File: src/rtl/sram_axi_bridge_if.sv
// AXI-lite bundle between the SRAM-style bridge (master) and the memory-side slave.
// Valid/ready rule for every channel: a transfer happens on a rising clock edge
// where both valid and ready are 1; once valid is raised, the source keeps valid
// and its payload stable until that edge, and the sink may change ready freely.
interface sram_axi_bridge_if;
  logic [31:0] araddr;
  logic        arvalid;
  logic        arready;
  logic [31:0] rdata;
  logic        rvalid;
  logic        rready;
  logic [31:0] awaddr;
  logic        awvalid;
  logic        awready;
  logic [31:0] wdata;
  logic [3:0]  wstrb;
  logic        wvalid;
  logic        wready;
  logic        bvalid;
  logic        bready;

  modport master (
    output araddr, arvalid, rready, awaddr, awvalid, wdata, wstrb, wvalid, bready,
    input  arready, rdata, rvalid, awready, wready, bvalid
  );

  modport slave (
    input  araddr, arvalid, rready, awaddr, awvalid, wdata, wstrb, wvalid, bready,
    output arready, rdata, rvalid, awready, wready, bvalid
  );
endinterface

File: src/rtl/sram_axi_bridge.sv
// Bridges the CPU instruction and data SRAM-style ports onto one AXI-lite master.
// Only one transaction is in flight; the data port has priority when both request.
module sram_axi_bridge (
  input  logic                   clk,
  input  logic                   reset,
  // instruction fetch port (read only)
  input  logic                   inst_sram_req,
  input  logic [31:0]            inst_sram_addr,
  output logic                   inst_sram_addr_ok,
  output logic                   inst_sram_data_ok,
  output logic [31:0]            inst_sram_rdata,
  // data load/store port
  input  logic                   data_sram_req,
  input  logic                   data_sram_wr,
  input  logic [3:0]             data_sram_wstrb,
  input  logic [31:0]            data_sram_addr,
  input  logic [31:0]            data_sram_wdata,
  output logic                   data_sram_addr_ok,
  output logic                   data_sram_data_ok,
  output logic [31:0]            data_sram_rdata,
  // AXI-lite master side
  sram_axi_bridge_if.master      axi,
  // current FSM state, for observation only
  output logic [2:0]             dbg_state
);

  typedef enum logic [2:0] {
    S_IDLE = 3'd0,
    S_AR   = 3'd1,
    S_R    = 3'd2,
    S_WR   = 3'd3,
    S_B    = 3'd4
  } state_e;

  state_e      state_q, state_d;
  logic [31:0] addr_q, addr_d;
  logic [31:0] wdata_q, wdata_d;
  logic [3:0]  wstrb_q, wstrb_d;
  logic        owner_q, owner_d;          // 1 = data port, 0 = instruction port
  logic        arvalid_q, arvalid_d;
  logic        rready_q, rready_d;
  logic        awvalid_q, awvalid_d;
  logic        wvalid_q, wvalid_d;
  logic        bready_q, bready_d;
  logic [31:0] inst_rdata_q, inst_rdata_d;
  logic [31:0] data_rdata_q, data_rdata_d;
  logic        inst_data_ok_q, inst_data_ok_d;
  logic        data_data_ok_q, data_data_ok_d;

  // Acceptance is combinational in IDLE; the data port shadows the fetch port.
  always_comb begin
    data_sram_addr_ok = (state_q == S_IDLE) && data_sram_req;
    inst_sram_addr_ok = (state_q == S_IDLE) && inst_sram_req && !data_sram_req;
  end

  // Next-state and next-output computation for the single-outstanding FSM.
  always_comb begin
    state_d        = state_q;
    addr_d         = addr_q;
    wdata_d        = wdata_q;
    wstrb_d        = wstrb_q;
    owner_d        = owner_q;
    arvalid_d      = arvalid_q;
    rready_d       = rready_q;
    awvalid_d      = awvalid_q;
    wvalid_d       = wvalid_q;
    bready_d       = bready_q;
    inst_rdata_d   = inst_rdata_q;
    data_rdata_d   = data_rdata_q;
    inst_data_ok_d = 1'b0;
    data_data_ok_d = 1'b0;

    case (state_q)
      S_IDLE: begin
        if (data_sram_req) begin
          owner_d = 1'b1;
          addr_d  = data_sram_addr;
          wdata_d = data_sram_wdata;
          wstrb_d = data_sram_wstrb;
          if (data_sram_wr) begin
            // Both write channels open together; each closes on its own handshake.
            state_d   = S_WR;
            awvalid_d = 1'b1;
            wvalid_d  = 1'b1;
          end else begin
            state_d   = S_AR;
            arvalid_d = 1'b1;
          end
        end else if (inst_sram_req) begin
          owner_d   = 1'b0;
          addr_d    = inst_sram_addr;
          wdata_d   = 32'h0;
          wstrb_d   = 4'h0;
          state_d   = S_AR;
          arvalid_d = 1'b1;
        end
      end
      S_AR: begin
        if (axi.arready) begin
          arvalid_d = 1'b0;
          rready_d  = 1'b1;
          state_d   = S_R;
        end
      end
      S_R: begin
        if (axi.rvalid) begin
          rready_d = 1'b0;
          state_d  = S_IDLE;
          if (owner_q) begin
            data_rdata_d   = axi.rdata;
            data_data_ok_d = 1'b1;
          end else begin
            inst_rdata_d   = axi.rdata;
            inst_data_ok_d = 1'b1;
          end
        end
      end
      S_WR: begin
        awvalid_d = awvalid_q && !axi.awready;
        wvalid_d  = wvalid_q && !axi.wready;
        if (!awvalid_d && !wvalid_d) begin
          bready_d = 1'b1;
          state_d  = S_B;
        end
      end
      S_B: begin
        // Only the data port can store, so the response always belongs to it.
        if (axi.bvalid) begin
          bready_d       = 1'b0;
          data_data_ok_d = 1'b1;
          state_d        = S_IDLE;
        end
      end
      default: begin
        state_d = S_IDLE;
      end
    endcase
  end

  // State and registered outputs; reset abandons any transaction in flight.
  always_ff @(posedge clk) begin
    if (reset) begin
      state_q        <= S_IDLE;
      addr_q         <= 32'h0;
      wdata_q        <= 32'h0;
      wstrb_q        <= 4'h0;
      owner_q        <= 1'b0;
      arvalid_q      <= 1'b0;
      rready_q       <= 1'b0;
      awvalid_q      <= 1'b0;
      wvalid_q       <= 1'b0;
      bready_q       <= 1'b0;
      inst_rdata_q   <= 32'h0;
      data_rdata_q   <= 32'h0;
      inst_data_ok_q <= 1'b0;
      data_data_ok_q <= 1'b0;
    end else begin
      state_q        <= state_d;
      addr_q         <= addr_d;
      wdata_q        <= wdata_d;
      wstrb_q        <= wstrb_d;
      owner_q        <= owner_d;
      arvalid_q      <= arvalid_d;
      rready_q       <= rready_d;
      awvalid_q      <= awvalid_d;
      wvalid_q       <= wvalid_d;
      bready_q       <= bready_d;
      inst_rdata_q   <= inst_rdata_d;
      data_rdata_q   <= data_rdata_d;
      inst_data_ok_q <= inst_data_ok_d;
      data_data_ok_q <= data_data_ok_d;
    end
  end

  assign axi.araddr        = addr_q;
  assign axi.arvalid       = arvalid_q;
  assign axi.rready        = rready_q;
  assign axi.awaddr        = addr_q;
  assign axi.awvalid       = awvalid_q;
  assign axi.wdata         = wdata_q;
  assign axi.wstrb         = wstrb_q;
  assign axi.wvalid        = wvalid_q;
  assign axi.bready        = bready_q;
  assign inst_sram_rdata   = inst_rdata_q;
  assign inst_sram_data_ok = inst_data_ok_q;
  assign data_sram_rdata   = data_rdata_q;
  assign data_sram_data_ok = data_data_ok_q;
  assign dbg_state         = state_q;

endmodule

File: src/flat_wrapper.sv
// flat-port wrapper written by rule: the top's interface ports become plain ports
module sram_axi_bridge_flat 
  (clk, reset, inst_sram_req, inst_sram_addr, inst_sram_addr_ok, inst_sram_data_ok, inst_sram_rdata, data_sram_req, data_sram_wr, data_sram_wstrb, data_sram_addr, data_sram_wdata, data_sram_addr_ok, data_sram_data_ok, data_sram_rdata, dbg_state, axi_araddr, axi_arvalid, axi_rready, axi_awaddr, axi_awvalid, axi_wdata, axi_wstrb, axi_wvalid, axi_bready, axi_arready, axi_rdata, axi_rvalid, axi_awready, axi_wready, axi_bvalid);
  sram_axi_bridge_if axi_i ();
  input  logic clk;
  input  logic reset;
  input  logic inst_sram_req;
  input  logic [31:0] inst_sram_addr;
  output logic inst_sram_addr_ok;
  output logic inst_sram_data_ok;
  output logic [31:0] inst_sram_rdata;
  input  logic data_sram_req;
  input  logic data_sram_wr;
  input  logic [3:0] data_sram_wstrb;
  input  logic [31:0] data_sram_addr;
  input  logic [31:0] data_sram_wdata;
  output logic data_sram_addr_ok;
  output logic data_sram_data_ok;
  output logic [31:0] data_sram_rdata;
  output logic [2:0] dbg_state;
  output wire logic [$bits(axi_i.araddr)-1:0] axi_araddr;
  output wire logic [$bits(axi_i.arvalid)-1:0] axi_arvalid;
  output wire logic [$bits(axi_i.rready)-1:0] axi_rready;
  output wire logic [$bits(axi_i.awaddr)-1:0] axi_awaddr;
  output wire logic [$bits(axi_i.awvalid)-1:0] axi_awvalid;
  output wire logic [$bits(axi_i.wdata)-1:0] axi_wdata;
  output wire logic [$bits(axi_i.wstrb)-1:0] axi_wstrb;
  output wire logic [$bits(axi_i.wvalid)-1:0] axi_wvalid;
  output wire logic [$bits(axi_i.bready)-1:0] axi_bready;
  input wire logic [$bits(axi_i.arready)-1:0] axi_arready;
  input wire logic [$bits(axi_i.rdata)-1:0] axi_rdata;
  input wire logic [$bits(axi_i.rvalid)-1:0] axi_rvalid;
  input wire logic [$bits(axi_i.awready)-1:0] axi_awready;
  input wire logic [$bits(axi_i.wready)-1:0] axi_wready;
  input wire logic [$bits(axi_i.bvalid)-1:0] axi_bvalid;
  assign axi_araddr = axi_i.araddr;
  assign axi_arvalid = axi_i.arvalid;
  assign axi_rready = axi_i.rready;
  assign axi_awaddr = axi_i.awaddr;
  assign axi_awvalid = axi_i.awvalid;
  assign axi_wdata = axi_i.wdata;
  assign axi_wstrb = axi_i.wstrb;
  assign axi_wvalid = axi_i.wvalid;
  assign axi_bready = axi_i.bready;
  assign axi_i.arready = axi_arready;
  assign axi_i.rdata = axi_rdata;
  assign axi_i.rvalid = axi_rvalid;
  assign axi_i.awready = axi_awready;
  assign axi_i.wready = axi_wready;
  assign axi_i.bvalid = axi_bvalid;
  sram_axi_bridge u_core (.clk(clk), .reset(reset), .inst_sram_req(inst_sram_req), .inst_sram_addr(inst_sram_addr), .inst_sram_addr_ok(inst_sram_addr_ok), .inst_sram_data_ok(inst_sram_data_ok), .inst_sram_rdata(inst_sram_rdata), .data_sram_req(data_sram_req), .data_sram_wr(data_sram_wr), .data_sram_wstrb(data_sram_wstrb), .data_sram_addr(data_sram_addr), .data_sram_wdata(data_sram_wdata), .data_sram_addr_ok(data_sram_addr_ok), .data_sram_data_ok(data_sram_data_ok), .data_sram_rdata(data_sram_rdata), .axi(axi_i), .dbg_state(dbg_state));
endmodule
File: config.mk
export PLATFORM = sky130hd
export DESIGN_NAME = sram_axi_bridge_flat
export DESIGN_NICKNAME = d
export VERILOG_FILES = /design/src/rtl/sram_axi_bridge_if.sv /design/src/rtl/sram_axi_bridge.sv /design/src/flat_wrapper.sv
export SDC_FILE = /design/constraint.sdc
export NUM_CORES = 1
export LEC_CHECK = 0
export ABC_AREA = 1
export BUFFER_PORTS_ARGS = -buffer_cell sky130_fd_sc_hd__buf_2
export CAP_MARGIN = 20
export CORE_MARGIN = 5
export CORE_UTILIZATION = 40
export CTS_CLUSTER_SIZE = 28
export DETAILED_ROUTE_END_ITERATION = 6
export HOLD_SLACK_MARGIN = 0.08
export PLACE_DENSITY = 0.82
export SETUP_SLACK_MARGIN = 0.05
export SLEW_MARGIN = 0
export SYNTH_ARGS = -nofsm -noshare
export SYNTH_HDL_FRONTEND = slang
export SYNTH_SLANG_ARGS = --single-unit
File: constraint.sdc
create_clock -name clk -period 1.8 [get_ports clk]
set_input_delay 0.54 -clock clk [delete_from_list [all_inputs] [get_ports clk]]
set_output_delay 0.54 -clock clk [all_outputs]
set_load 0.02 [all_outputs]
Word-level counts from Yosys, hierarchy flattened
Cells that the tools add are included.
{"block": "classes", "n_eq_ne": 12, "muxes": 36, "bitwise": 3, "n_reduce_logical": 26}
{"cell": "two-way mux 32 bit", "count": 4}
{"cell": "two-way mux 3 bit", "count": 6}
{"cell": "two-way mux 1 bit", "count": 16}
{"cell": "one-hot mux 3 bit (5 select lines)", "count": 1}
{"cell": "AND reduction 3 bit", "count": 5}
{"cell": "one-hot mux 1 bit (2 select lines)", "count": 6}
{"cell": "!= test 2 bit (second input constant)", "count": 5}
{"cell": "nonzero test 2 bit", "count": 5}
{"cell": "two-way mux 4 bit", "count": 2}
{"cell": "equality test 3 x 2 -> 1 bit (second input constant)", "count": 2}
{"cell": "logical AND 1 bit", "count": 6}
{"cell": "!= test 3 bit (second input constant)", "count": 2}
{"cell": "zero test 1 bit", "count": 5}
{"cell": "AND reduction 5 bit", "count": 1}
{"cell": "AND reduction 4 bit", "count": 1}
{"cell": "equality test 3 x 1 -> 1 bit (second input constant)", "count": 1}
{"cell": "equality test 3 bit (second input constant)", "count": 1}
{"cell": "zero test 3 bit", "count": 1}
{"cell": "inverter 1 bit", "count": 3}
{"cell": "OR reduction 3 bit", "count": 1}
{"cell": "two-way mux 2 bit", "count": 1}
{"cell": "!= test 2 x 1 -> 1 bit (second input constant)", "count": 1}
{"cell": "AND reduction 2 bit", "count": 1}
{"block": "word_totals", "regBits": 143, "input_bits": 142, "out_inout_bits": 176, "word_cells": 91}

Depth between registers and ports, before layout
Gate-level depths: netlist of run 1.
{"block": "logic_depth", "ltp_word": 6, "depth_mapped": 10, "depth_no_buf": 10}

Worst setup path after synthesis of run 1
Ideal clock, no wire load.
{"block": "synth_path", "path_kind": "input -> output", "from": "in data_sram_req", "to": "out inst_sram_addr_ok", "t_arrival_ns": 1.193, "required_time_ns": 1.260, "slack_ns": 0.067, "path_stages": 3, "n_path_buf": 2, "cell_sequence": "buf_2 -> clkbuf_1 -> nor2_1"}
{"block": "synth_between", "elab_chain_cells": 2}
{"item": "start, declared", "line": "flat_wrapper.sv:12", "text": "input logic data_sram_req;"}
{"item": "zero test 1 bit", "line": "sram_axi_bridge.sv:53", "text": "inst_sram_addr_ok = (state_q == S_IDLE) && inst_sram_req && !data_sram_req;"}
{"item": "logical AND 1 bit", "line": "sram_axi_bridge.sv:53"}
{"item": "end, declared", "line": "flat_wrapper.sv:9", "text": "output logic inst_sram_addr_ok;"}
No other way between the ends.

Worst setup path after layout of run 1
{"block": "layout_path", "from": "reg u_core.state_q[0] (netlist: u_core.dbg_state[0])", "to": "out inst_sram_addr_ok"}
{"block": "layout_between", "elab_chain_cells": 3}
{"item": "start, declared", "line": "sram_axi_bridge.sv:35", "text": "state_e state_q, state_d;"}
{"item": "start signal, assigned", "line": "sram_axi_bridge.sv:158", "text": "state_q <= state_d;"}
{"item": "zero test 3 bit", "line": "sram_axi_bridge.sv:53"}
{"item": "logical AND 1 bit (2 in a row)", "line": "sram_axi_bridge.sv:53"}
No other way between the ends.

==> metrics.md, run 1 <==
| Metric | Value |
|---|---|
| CTS Hold Bufs | `0` |
| Rel. slew slack | `roughly 60%` |
| Crit. End Element | `output port` |
| Chip Height | `approximately 130 um` |
| Initial Util | `40.7%` |
| Worst slew pin tran | `591 ps` |
| Synth Flop Type | `dfxtp_1` |
| Fin Clk Skew | `7.34 ps` |
| Final Setup Violations | `1` |
| Share of flip-flops with an asynchronous set or reset | `0%` |
| Crit path buf inv count | `2` |
| Delay-heaviest family, CP | `simple AND/OR/NAND/NOR gates` |
| Routability congestion estimate | `0.827` |
| Post-synth EDFFs | `0` |
| Core Util, Final | `between 50 and 60%` |
| First-pass GRT wire length | `between 20000 and 30000 um` |
| Cell Area, Synth | `roughly 5700 um^2` |
| I/O Pins | `around 320` |
| Drt drc | `0` |
| Sequential share of the synthesized area | `50.7%` |
| Largest net degree at the start of global routing | `between 50 and 60` |
| Critical-path cell list | `nor2_4, nand2_4, inv_4, nand2_4, nor2_4, buf_6` |
| Max Root-Sink Buffers | `2` |
| Final Cycle Share | `102%` |
| Final WL | `between 15000 and 20000 um` |
| DP Worst Slack | `roughly 110 ps` |
| Initial antenna violation count | `3` |
| CTS Root Cell | `clkbuf_16` |
| DR iter-0 viols | `between 300 and 400` |
| CTS H-tree lvls | `4` |
| GRT Total Usage | `around a fifth` |
| Finished Layout Cells | `around 1.2k` |
| Hold/Removal Path Class | `in2reg` |
| Unrepaired setup endpoints after global routing | `yes` |
| Fmax | `between 0.5 and 0.6 GHz` |
| Clk slew on worst S/H paths | `about 60 ps` |
| Slew Viols, Final | `0` |
| Placed Cells | `between 1k and 1.5k` |
| Syn nets | `slightly below 900` |
| Peak VDD IR | `0.833 mV` |
| Number of global-route vias before repair | `5476` |
| Share of cells above drive strength 1 | `37.9%` |
| Violations in the final reports | `setup timing` |
| PortBufs | `roughly 320` |
| NumNets Final | `1152` |
| Remaining global-route overflow | `0` |
| CTS buffer count | `17` |
| Die area | `about 17000 um^2` |
| CTS tree | `yes` |
| Setup WS post-layout | `-35.4 ps` |
| Vias | `roughly 6k` |
| Post-place instance area | `between 7000 and 8000 um^2` |
| Worst Path Required | `approximately 1300 ps` |
| Syn_area_per_cell | `roughly 7.7 um^2` |
| DP Wirelength | `13000 um` |
| Commonest cells after routing, fill and taps aside | `buf_2 (315), nand2_1 (184), dfxtp_1 (140), nor2_1 (78), a21oi_1 (75)` |
| Area Overhead vs Synth | `38.5%` |
| Routed Antenna Nets | `0` |
| YS warnings | `0` |
| Critical path class | `reg2out` |
| CORE AREA | `13900 um^2` |
| FF-to-FF path depth | `8` |
| Most common cell after layout, fill and taps aside | `buf_2` |
| Yosys reg bits | `143` |
| Leakage | `around 3.9 nW` |
| CP max FO | `3` |
| Final Cell Area | `between 7000 and 8000 um^2` |
| Pwr Density | `between 1500 and 2000 nW/um^2` |
| Setup TNS | `-35.4 ps` |
| Drt pass-1 iters | `5` |
| DR vias/cell | `4.90` |
| WP depth | `6` |
| Synth Instances | `roughly 730` |
| Maxcap violations | `0` |
| Yosys cell types | `23` |
| Crit path launch type | `flop` |
| Critical Path AT | `roughly 1300 ps` |
| Worst Hold Path Cells | `3` |
| Largest stage delay on the critical path | `~350 ps` |
| Die X-Extent | `around 130 um` |
| Final Hold Vio Count | `0` |
| CTS sink cnt | `about 140` |
| Clock latency on the worst-skew pair | `around 400 ps` |
| Tmin final | `between 1500 and 2000 ps` |
| Avg WL per Cell | `approximately 15 um` |
| Outcome | `finished, violations left` |
| Slowest CP cell | `dfxtp_4` |
| Cell row count | `43` |
[stage by stage]
step,hold WS [ps],power [W]
global route,351,0.0133
detailed placement,450,0.00895
global placement,444,0.00889
finish,371,0.0126
CTS,352,0.0126
floorplan,536,0.00771
[worst reg2reg max path, delay by kind of cell, from the launching register on]
kind                   cells  cell delay (ps)
AOI/OAI and AO/OA          2              300
buffers and inverters      3              550
DFF                        1              350
and+or+nand+nor            3              350
[per-layer routing]
layer	global-route usage [%]	routed length (um)	vias to the layer above
met5	0	13	-
met4	8.09	350	2
met3	8.09	1940	31
met2	34.3	8580	289
met1	24.1	7070	2642
li1	-	-	2928
[worst paths after layout]
check / startpoint / end / slack, ps
worst max register to register: u_core.dbg_state[0] / u_core.axi.araddr[30] / 170
worst min register to register: u_core.axi.wdata[23] / u_core.axi.wdata[23] / 460
worst min-delay path: axi_rdata[10] / u_core.inst_sram_rdata[10] / 370
worst max-delay path: u_core.dbg_state[0] / inst_sram_addr_ok / -40
[flip-flops by register name, indices dropped and copies added, names as in the netlist]
| name | count |
|---|---|
| u_core.axi.araddr | 32 |
| u_core.axi.wdata | 32 |
| u_core.data_sram_rdata | 32 |
| u_core.inst_sram_rdata | 32 |
| u_core.axi.wstrb | 4 |
| u_core.dbg_state | 3 |
| u_core.axi.arvalid | 1 |
| u_core.axi.awvalid | 1 |
| u_core.axi.bready | 1 |
| u_core.axi.rready | 1 |
| u_core.axi.wvalid | 1 |
| u_core.data_sram_data_ok | 1 |
| u_core.inst_sram_data_ok | 1 |
| u_core.owner_q | 1 |
[layout make-up]
type	count	area, um^2
Fill cell	1304	6050
Inverter	17	66.3
Antenna cell	2	5.00
Clock inverter	9	136
Clock buffer	21	450
Timing Repair Buffer	343	1860
Sequential cell	143	2870
Multi-Input combinational cell	488	2220
Tap cell	180	225
[report_power, final]
group	leakage [nW]	internal [W]	switching, W
logic	2.45	0.00164	0.00313
clock network	0.280	0.00221	0.00128
registers	1.17	0.00386	0.000444
[kinds of logic after synthesis]
group	Yosys count	synth area share [%]
AO/OA/AOI/OAI	174	16.2
flip-flops	143	50.7
AND/OR/NAND/NOR	314	22.7
buffers and inverters	102	10.5
[repair_timing]
| action | 4_1_cts | 5_1_grt |
|---|---|---|
| pin swaps | 3 | 3 |
| resized for setup | 8 | 7 |
| setup endpoints to repair | 2 | 2 |
| setup buffers | 4 | 3 |
[synth_stat cells (15+ instances only)]
master      n  share of area, %
nand2_1   185                12
dfxtp_1   143                51
nor2_1     79               5.2
a21oi_1    75               6.6
o21ai_0    46               4.1
nand3_1    39               3.5
buf_4      38               5.0
a31oi_1    32               3.5
clkbuf_1   25               1.7
o21ai_1    20               1.8
buf_2      15               1.3
inv_1      15               1.0
No activity file was read; power rests on OpenSTA's default activity.
==> inputs of run 2 (changes only) <==
clock period = 1.77 ns   (was 1.8 ns; I/O delays follow)
==> metrics.md, run 2 (synthesized netlist as in run 1, its figures left out) <==
| Metric | Value |
|---|---|
| Outcome | `finished, violations left (unchanged)` |
| Violations in the final reports | `setup timing (unchanged)` |
| Commonest cells after routing, fill and taps aside | `buf_2 (315), nand2_1 (184), dfxtp_1 (141), nor2_1 (78), a21oi_1 (75) (was buf_2 (315), nand2_1 (184), dfxtp_1 (140), nor2_1 (78), a21oi_1 (75))` |
| Critical Path AT | `1290 ps (was 1300 ps)` |
| DR iter-0 viols | `378 (was 320)` |
| Maxcap violations | `0 (unchanged)` |
| CTS Hold Bufs | `0 (unchanged)` |
| Setup WS post-layout | `-52.7 ps (was -35.4 ps)` |
| Clk slew on worst S/H paths | `60 ps (about the same)` |
| Crit path launch type | `flop (unchanged)` |
| Fin Clk Skew | `9.61 ps (was 7.34 ps)` |
| Cell row count | `43 (unchanged)` |
| Fmax | `roughly 0.55 GHz` |
| CP max FO | `2 (was 3)` |
| Slowest CP cell | `dfxtp_2 (was dfxtp_4)` |
| Share of cells above drive strength 1 | `38.2% (was 37.9%)` |
| Number of global-route vias before repair | `5471 (was 5476)` |
| Initial antenna violation count | `0 (was 3)` |
| Routed Antenna Nets | `0 (unchanged)` |
| CORE AREA | `13900 um^2 (unchanged)` |
| Initial Util | `40.7% (unchanged)` |
| Slew Viols, Final | `0 (unchanged)` |
| Clock latency on the worst-skew pair | `420 ps (was 400 ps)` |
| PortBufs | `317 (unchanged)` |
| Detail Route met3 WL | `2050 um (was 1940 um)` |
| Hold/Removal Path Class | `in2reg (unchanged)` |
| DR vias/cell | `5.00 (was 4.90)` |
| Tmin final | `around 1800 ps` |
| Final antenna diode count | `0 (was 2)` |
| Final Hold Vio Count | `0 (unchanged)` |
| Vias | `6009 (was 5892)` |
| Die area | `16600 um^2 (unchanged)` |
| Routability congestion estimate | `0.817 (was 0.827)` |
| Remaining global-route overflow | `0 (unchanged)` |
| CTS sink cnt | `143 (unchanged)` |
| Most common cell after layout, fill and taps aside | `buf_2 (unchanged)` |
| CTS Root Cell | `clkbuf_16 (unchanged)` |
| Drt drc | `0 (unchanged)` |
| I/O Pins | `318 (unchanged)` |
| Peak VDD IR | `1.05 mV (was 0.833 mV)` |
| DP Worst Slack | `133 ps (was 106 ps)` |
| First-pass GRT wire length | `27900 um (was 27400 um)` |
| Die X-Extent | `129 um (unchanged)` |
| Crit. End Element | `output port (unchanged)` |
| Leakage | `3.91 nW (was 3.90 nW)` |
| Met1 Routed Length | `7080 um (was 7070 um)` |
| Delay-heaviest family, CP | `flip-flops (was simple AND/OR/NAND/NOR gates)` |
| Chip Height | `129 um (unchanged)` |
| CTS tree | `yes (unchanged)` |
| Worst Path Required | `1240 ps (was 1260 ps)` |
| Max Root-Sink Buffers | `2 (unchanged)` |
| Final Setup Violations | `2 (was 1)` |
| Largest stage delay on the critical path | `330 ps (was 350 ps)` |
| Min Hold Slack | `354 ps (was 371 ps)` |
| DP Wirelength | `12900 um (was 13000 um)` |
| Total power | `0.0129 W (was 0.0126 W)` |
| Top Metal Used | `met4 (was met5)` |
| CTS buffer count | `17 (unchanged)` |
| Drt pass-1 iters | `7 (was 5)` |
| Rel. slew slack | `58.3% (was 60.6%)` |
| DR WL met2 | `8760 um (was 8580 um)` |
| CTS H-tree lvls | `4 (unchanged)` |
| Final Cycle Share | `103%` |
| Crit path buf inv count | `2 (unchanged)` |
| Largest net degree at the start of global routing | `77 (was 51)` |
| Area Overhead vs Synth | `39.0% (was 38.5%)` |
| Unrepaired setup endpoints after global routing | `yes (unchanged)` |
| Pwr Density | `1640 nW/um^2 (was 1610 nW/um^2)` |
| Fillers | `1297 (was 1304)` |
| Critical-path cell list | `nor2_4, nand2_4, buf_6, nor2_4, buf_6 (was nor2_4, nand2_4, inv_4, nand2_4, nor2_4, buf_6)` |
| Core Util, Final | `56.6% (was 56.4%)` |
| Worst slew pin tran | `624 ps (was 591 ps)` |
| GRT Total Usage | `21.0% (was 20.7%)` |
| NumNets Final | `1151 (was 1152)` |
| Final WL | `18300 um (was 18000 um)` |
| Avg WL per Cell | `15.2 um (was 14.9 um)` |
| Critical path class | `reg2out (unchanged)` |
-- run 2: final timing paths --
kind	cells past startpoint	slack (ps)	startpoint	end
worst max register to register	8	210	u_core.dbg_state[0]	u_core.axi.araddr[30]
worst min-delay path	3	350	axi_rdata[14]	u_core.inst_sram_rdata[14]
worst max-delay path	5	-50	u_core.dbg_state[0]	data_sram_addr_ok
worst min register to register	2	450	u_core.axi.wdata[6]	u_core.axi.wdata[6]
-- run 2: power by group --
group          internal, W  switching (W)
combinational      0.00176        0.00326
clock              0.00208        0.00145
sequential         0.00392       0.000443
total              0.00776        0.00515
-- run 2: worst register-to-register path, cell delays in order (launching register included) --
cell	delay, ps
dfxtp_2	330
nor2_4	130
nand2_4	60
buf_6	120
buf_4	140
nor2_4	240
buf_12	210
o21ai_0	90
a31oi_1	160
-- run 2: layout make-up --
class	instances	area, um^2	share of cell area (%)
multi-input combinational	488	2210	28.2
tap	180	225	2.87
sequential	143	2870	36.5
inverter	17	63.8	0.813
timing repair buffer	342	1900	24.1
clock buffer	20	467	5.94
clock inverter	12	124	1.58
-- run 2: what timing repair did --
item,in CTS,in global routing
cloned,0,1
endpoints found under the setup margin,2,3
pin swaps,3,4
hold endpoints to repair,0,0
buffers inserted,2,1
resized for setup,11,1
-- run 2: through the flow --
stage	TNS (ps)	instances	cell area, um^2
after global placement	0	1166	7180
final	-103	1202	7850
after detailed placement	0	1166	7180
after CTS	-204	1200	7820
after global routing	-259	1202	7850
after floorplan	0	733	5650
-- run 2: layer usage --
layer | vias up | GRT usage, %
li1 | 2927 | -
met1 | 2747 | 25.2
met2 | 301 | 34.5
met3 | 34 | 7.89
met4 | 0 | 7.35
met5 | - | 0
==> inputs of run 3 (changes only) <==
clock period = 2.18 ns   (was 1.77 ns; I/O delays follow)
==> metrics.md, run 3 (synthesized netlist as in run 1, its figures left out) <==
| Metric | Value |
|---|---|
| Area Overhead vs Synth | `37.0% (was 39.0%)` |
| Critical Path AT | `1380 ps (was 1290 ps)` |
| Chip Height | `129 um (unchanged)` |
| CTS buffer count | `17 (unchanged)` |
| Sequential Area | `2870 um^2 (about the same)` |
| Setup WS post-layout | `145 ps (was -52.7 ps)` |
| Routability congestion estimate | `0.869 (was 0.817)` |
| Crit path launch type | `flop (unchanged)` |
| I/O Pins | `318 (unchanged)` |
| Cell row count | `43 (unchanged)` |
| Worst Path Required | `1530 ps (was 1240 ps)` |
| Largest net degree at the start of global routing | `77 (unchanged)` |
| DR vias/cell | `4.85 (was 5.00)` |
| Drt pass-1 iters | `4 (was 7)` |
| DP Wirelength | `12800 um (was 12900 um)` |
| Fin Clk Skew | `5.60 ps (was 9.61 ps)` |
| R2r setup slk | `430 ps (was 210 ps)` |
| Worst r2r dst | `u_core.axi.araddr[18] (was u_core.axi.araddr[30])` |
| Remaining global-route overflow | `0 (unchanged)` |
| Die X-Extent | `129 um (unchanged)` |
| Maxcap violations | `0 (unchanged)` |
| Peak VDD IR | `0.596 mV (was 1.05 mV)` |
| CORE AREA | `13900 um^2 (unchanged)` |
| Max Root-Sink Buffers | `2 (unchanged)` |
| Clk slew on worst S/H paths | `60 ps (about the same)` |
| Initial antenna violation count | `0 (unchanged)` |
| Worst flop-to-flop path startpoint | `u_core.dbg_state[0] (unchanged)` |
| Critical path class | `reg2out (unchanged)` |
| Final Cycle Share | `around 93%` |
| Initial Util | `40.7% (unchanged)` |
| Vias | `5780 (was 6009)` |
| DR iter-0 viols | `293 (was 378)` |
| Die area | `16600 um^2 (unchanged)` |
| Rel. slew slack | `51.7% (was 58.3%)` |
| Number of global-route vias before repair | `5588 (was 5471)` |
| Commonest cells after routing, fill and taps aside | `buf_2 (316), nand2_1 (184), dfxtp_1 (141), nor2_1 (78), a21oi_1 (75) (was buf_2 (315), nand2_1 (184), dfxtp_1 (141), nor2_1 (78), a21oi_1 (75))` |
| Core Util, Final | `55.8% (was 56.6%)` |
| Final antenna diode count | `0 (unchanged)` |
| Drt drc | `0 (unchanged)` |
| Setup TNS | `0 ps (was -103 ps)` |
| CTS H-tree lvls | `4 (unchanged)` |
| FF-to-FF path depth | `6 (was 8)` |
| Clock latency on the worst-skew pair | `410 ps (was 420 ps)` |
| CTS tree | `yes (unchanged)` |
| DP Worst Slack | `144 ps (was 133 ps)` |
| Grt met2 use | `33.8% (was 34.5%)` |
| Hold/Removal Path Class | `reg2reg (was in2reg)` |
| GR Util met3 | `7.43% (was 7.89%)` |
| Fmax | `~0.49 GHz` |
| CTS sink cnt | `143 (unchanged)` |
| Final WL | `17800 um (was 18300 um)` |
| CP startpoint | `u_core.dbg_state[0] (unchanged)` |
| Leakage | `3.85 nW (was 3.91 nW)` |
| NumNets Final | `1140 (was 1151)` |
| Most common cell after layout, fill and taps aside | `buf_2 (unchanged)` |
| Setup crit end | `data_sram_addr_ok (unchanged)` |
| First-pass GRT wire length | `27800 um (was 27900 um)` |
| Slew Viols, Final | `0 (unchanged)` |
| Busiest grt layer | `met2 (unchanged)` |
| Share of cells above drive strength 1 | `37.5% (was 38.2%)` |
| Routed Antenna Nets | `0 (unchanged)` |
| Avg WL per Cell | `14.9 um (was 15.2 um)` |
| PortBufs | `317 (unchanged)` |
| Tmin final | `approximately 2000 ps` |
| Total power | `0.0104 W (was 0.0129 W)` |
| Fillers | `1330 (was 1297)` |
| Met1 usage | `25.4% (was 25.2%)` |
| Pwr Density | `1350 nW/um^2 (was 1640 nW/um^2)` |
| Worst slew pin tran | `723 ps (was 624 ps)` |
| Outcome | `completed (was finished, violations left)` |
| Final Hold Vio Count | `0 (unchanged)` |
| CP max FO | `6 (was 2)` |
| CTS Root Cell | `clkbuf_16 (unchanged)` |
| Final Setup Violations | `0 (was 2)` |
| GRT Total Usage | `20.8% (was 21.0%)` |
| Area of the multi-input gates | `2210 um^2 (about the same)` |
| Crit. End Element | `output port (unchanged)` |
| Unrepaired setup endpoints after global routing | `no (was yes)` |
[run 3: how the worst min path moves through the flow]
stage | endpoint | slack (ps) | startpoint | depth (start not counted)
detailed placement | u_core.axi.wdata[6] | 450 | u_core.axi.wdata[6] | 2
CTS | u_core.axi.wdata[6] | 460 | u_core.axi.wdata[6] | 2
global route | u_core.inst_sram_rdata[10] | 470 | axi_rdata[10] | 3
floorplan | u_core.axi.wdata[10] | 540 | u_core.axi.wdata[10] | 2
finish | u_core.axi.wdata[6] | 460 | u_core.axi.wdata[6] | 2
global placement | u_core.axi.wdata[6] | 440 | u_core.axi.wdata[6] | 2
[run 3: worst max-delay path, cell delays in order (launching register included)]
cell and delay (ps):
dfxtp_4 370, nor2_4 140, nand2_4 90, nor2_2 170
buf_2 200
[run 3: routing by layer]
layer / part of all wire, % / vias to the layer above
met2: 47 / 236
li1: - / 2906
met3: 10 / 28
met1: 40 / 2610
met4: 2.0 / 0
met5: 0 / -
[run 3: what timing repair did]
item / CTS / global route
hold buffers: 0 / 0
buffers inserted: 1 / 0
resized for setup: 3 / 6
pin swaps: 1 / 1
setup endpoints to repair: 2 / 1
[run 3: power by group]
| part | internal, W | total, W | switching, W | leakage, nW |
|---|---|---|---|---|
| Combinational | 0.00120 | 0.00373 | 0.00253 | 2.38 |
| Sequential | 0.00319 | 0.00357 | 0.000388 | 1.17 |
| Clock | 0.00197 | 0.00314 | 0.00117 | 0.309 |
| Total | 0.00636 | 0.0104 | 0.00408 | 3.85 |
[run 3: layout make-up]
type / instances / share of cell area, %
clock buffer: 18 / 5.67
multi-input combinational: 488 / 28.5
clock inverter: 14 / 2.63
sequential: 143 / 37.0
tap: 180 / 2.91
inverter: 17 / 0.824
timing repair buffer: 331 / 22.4
[run 3: per-stage QoR]
step           std cells  hold slack (ps)  cell area [um^2]
2_1_floorplan        733              536              5650
3_3_place_gp        1158              444              7070
3_5_place_dp        1158              448              7070
4_1_cts             1191              458              7730
5_1_grt             1191              471              7740
6_report            1191              457              7740
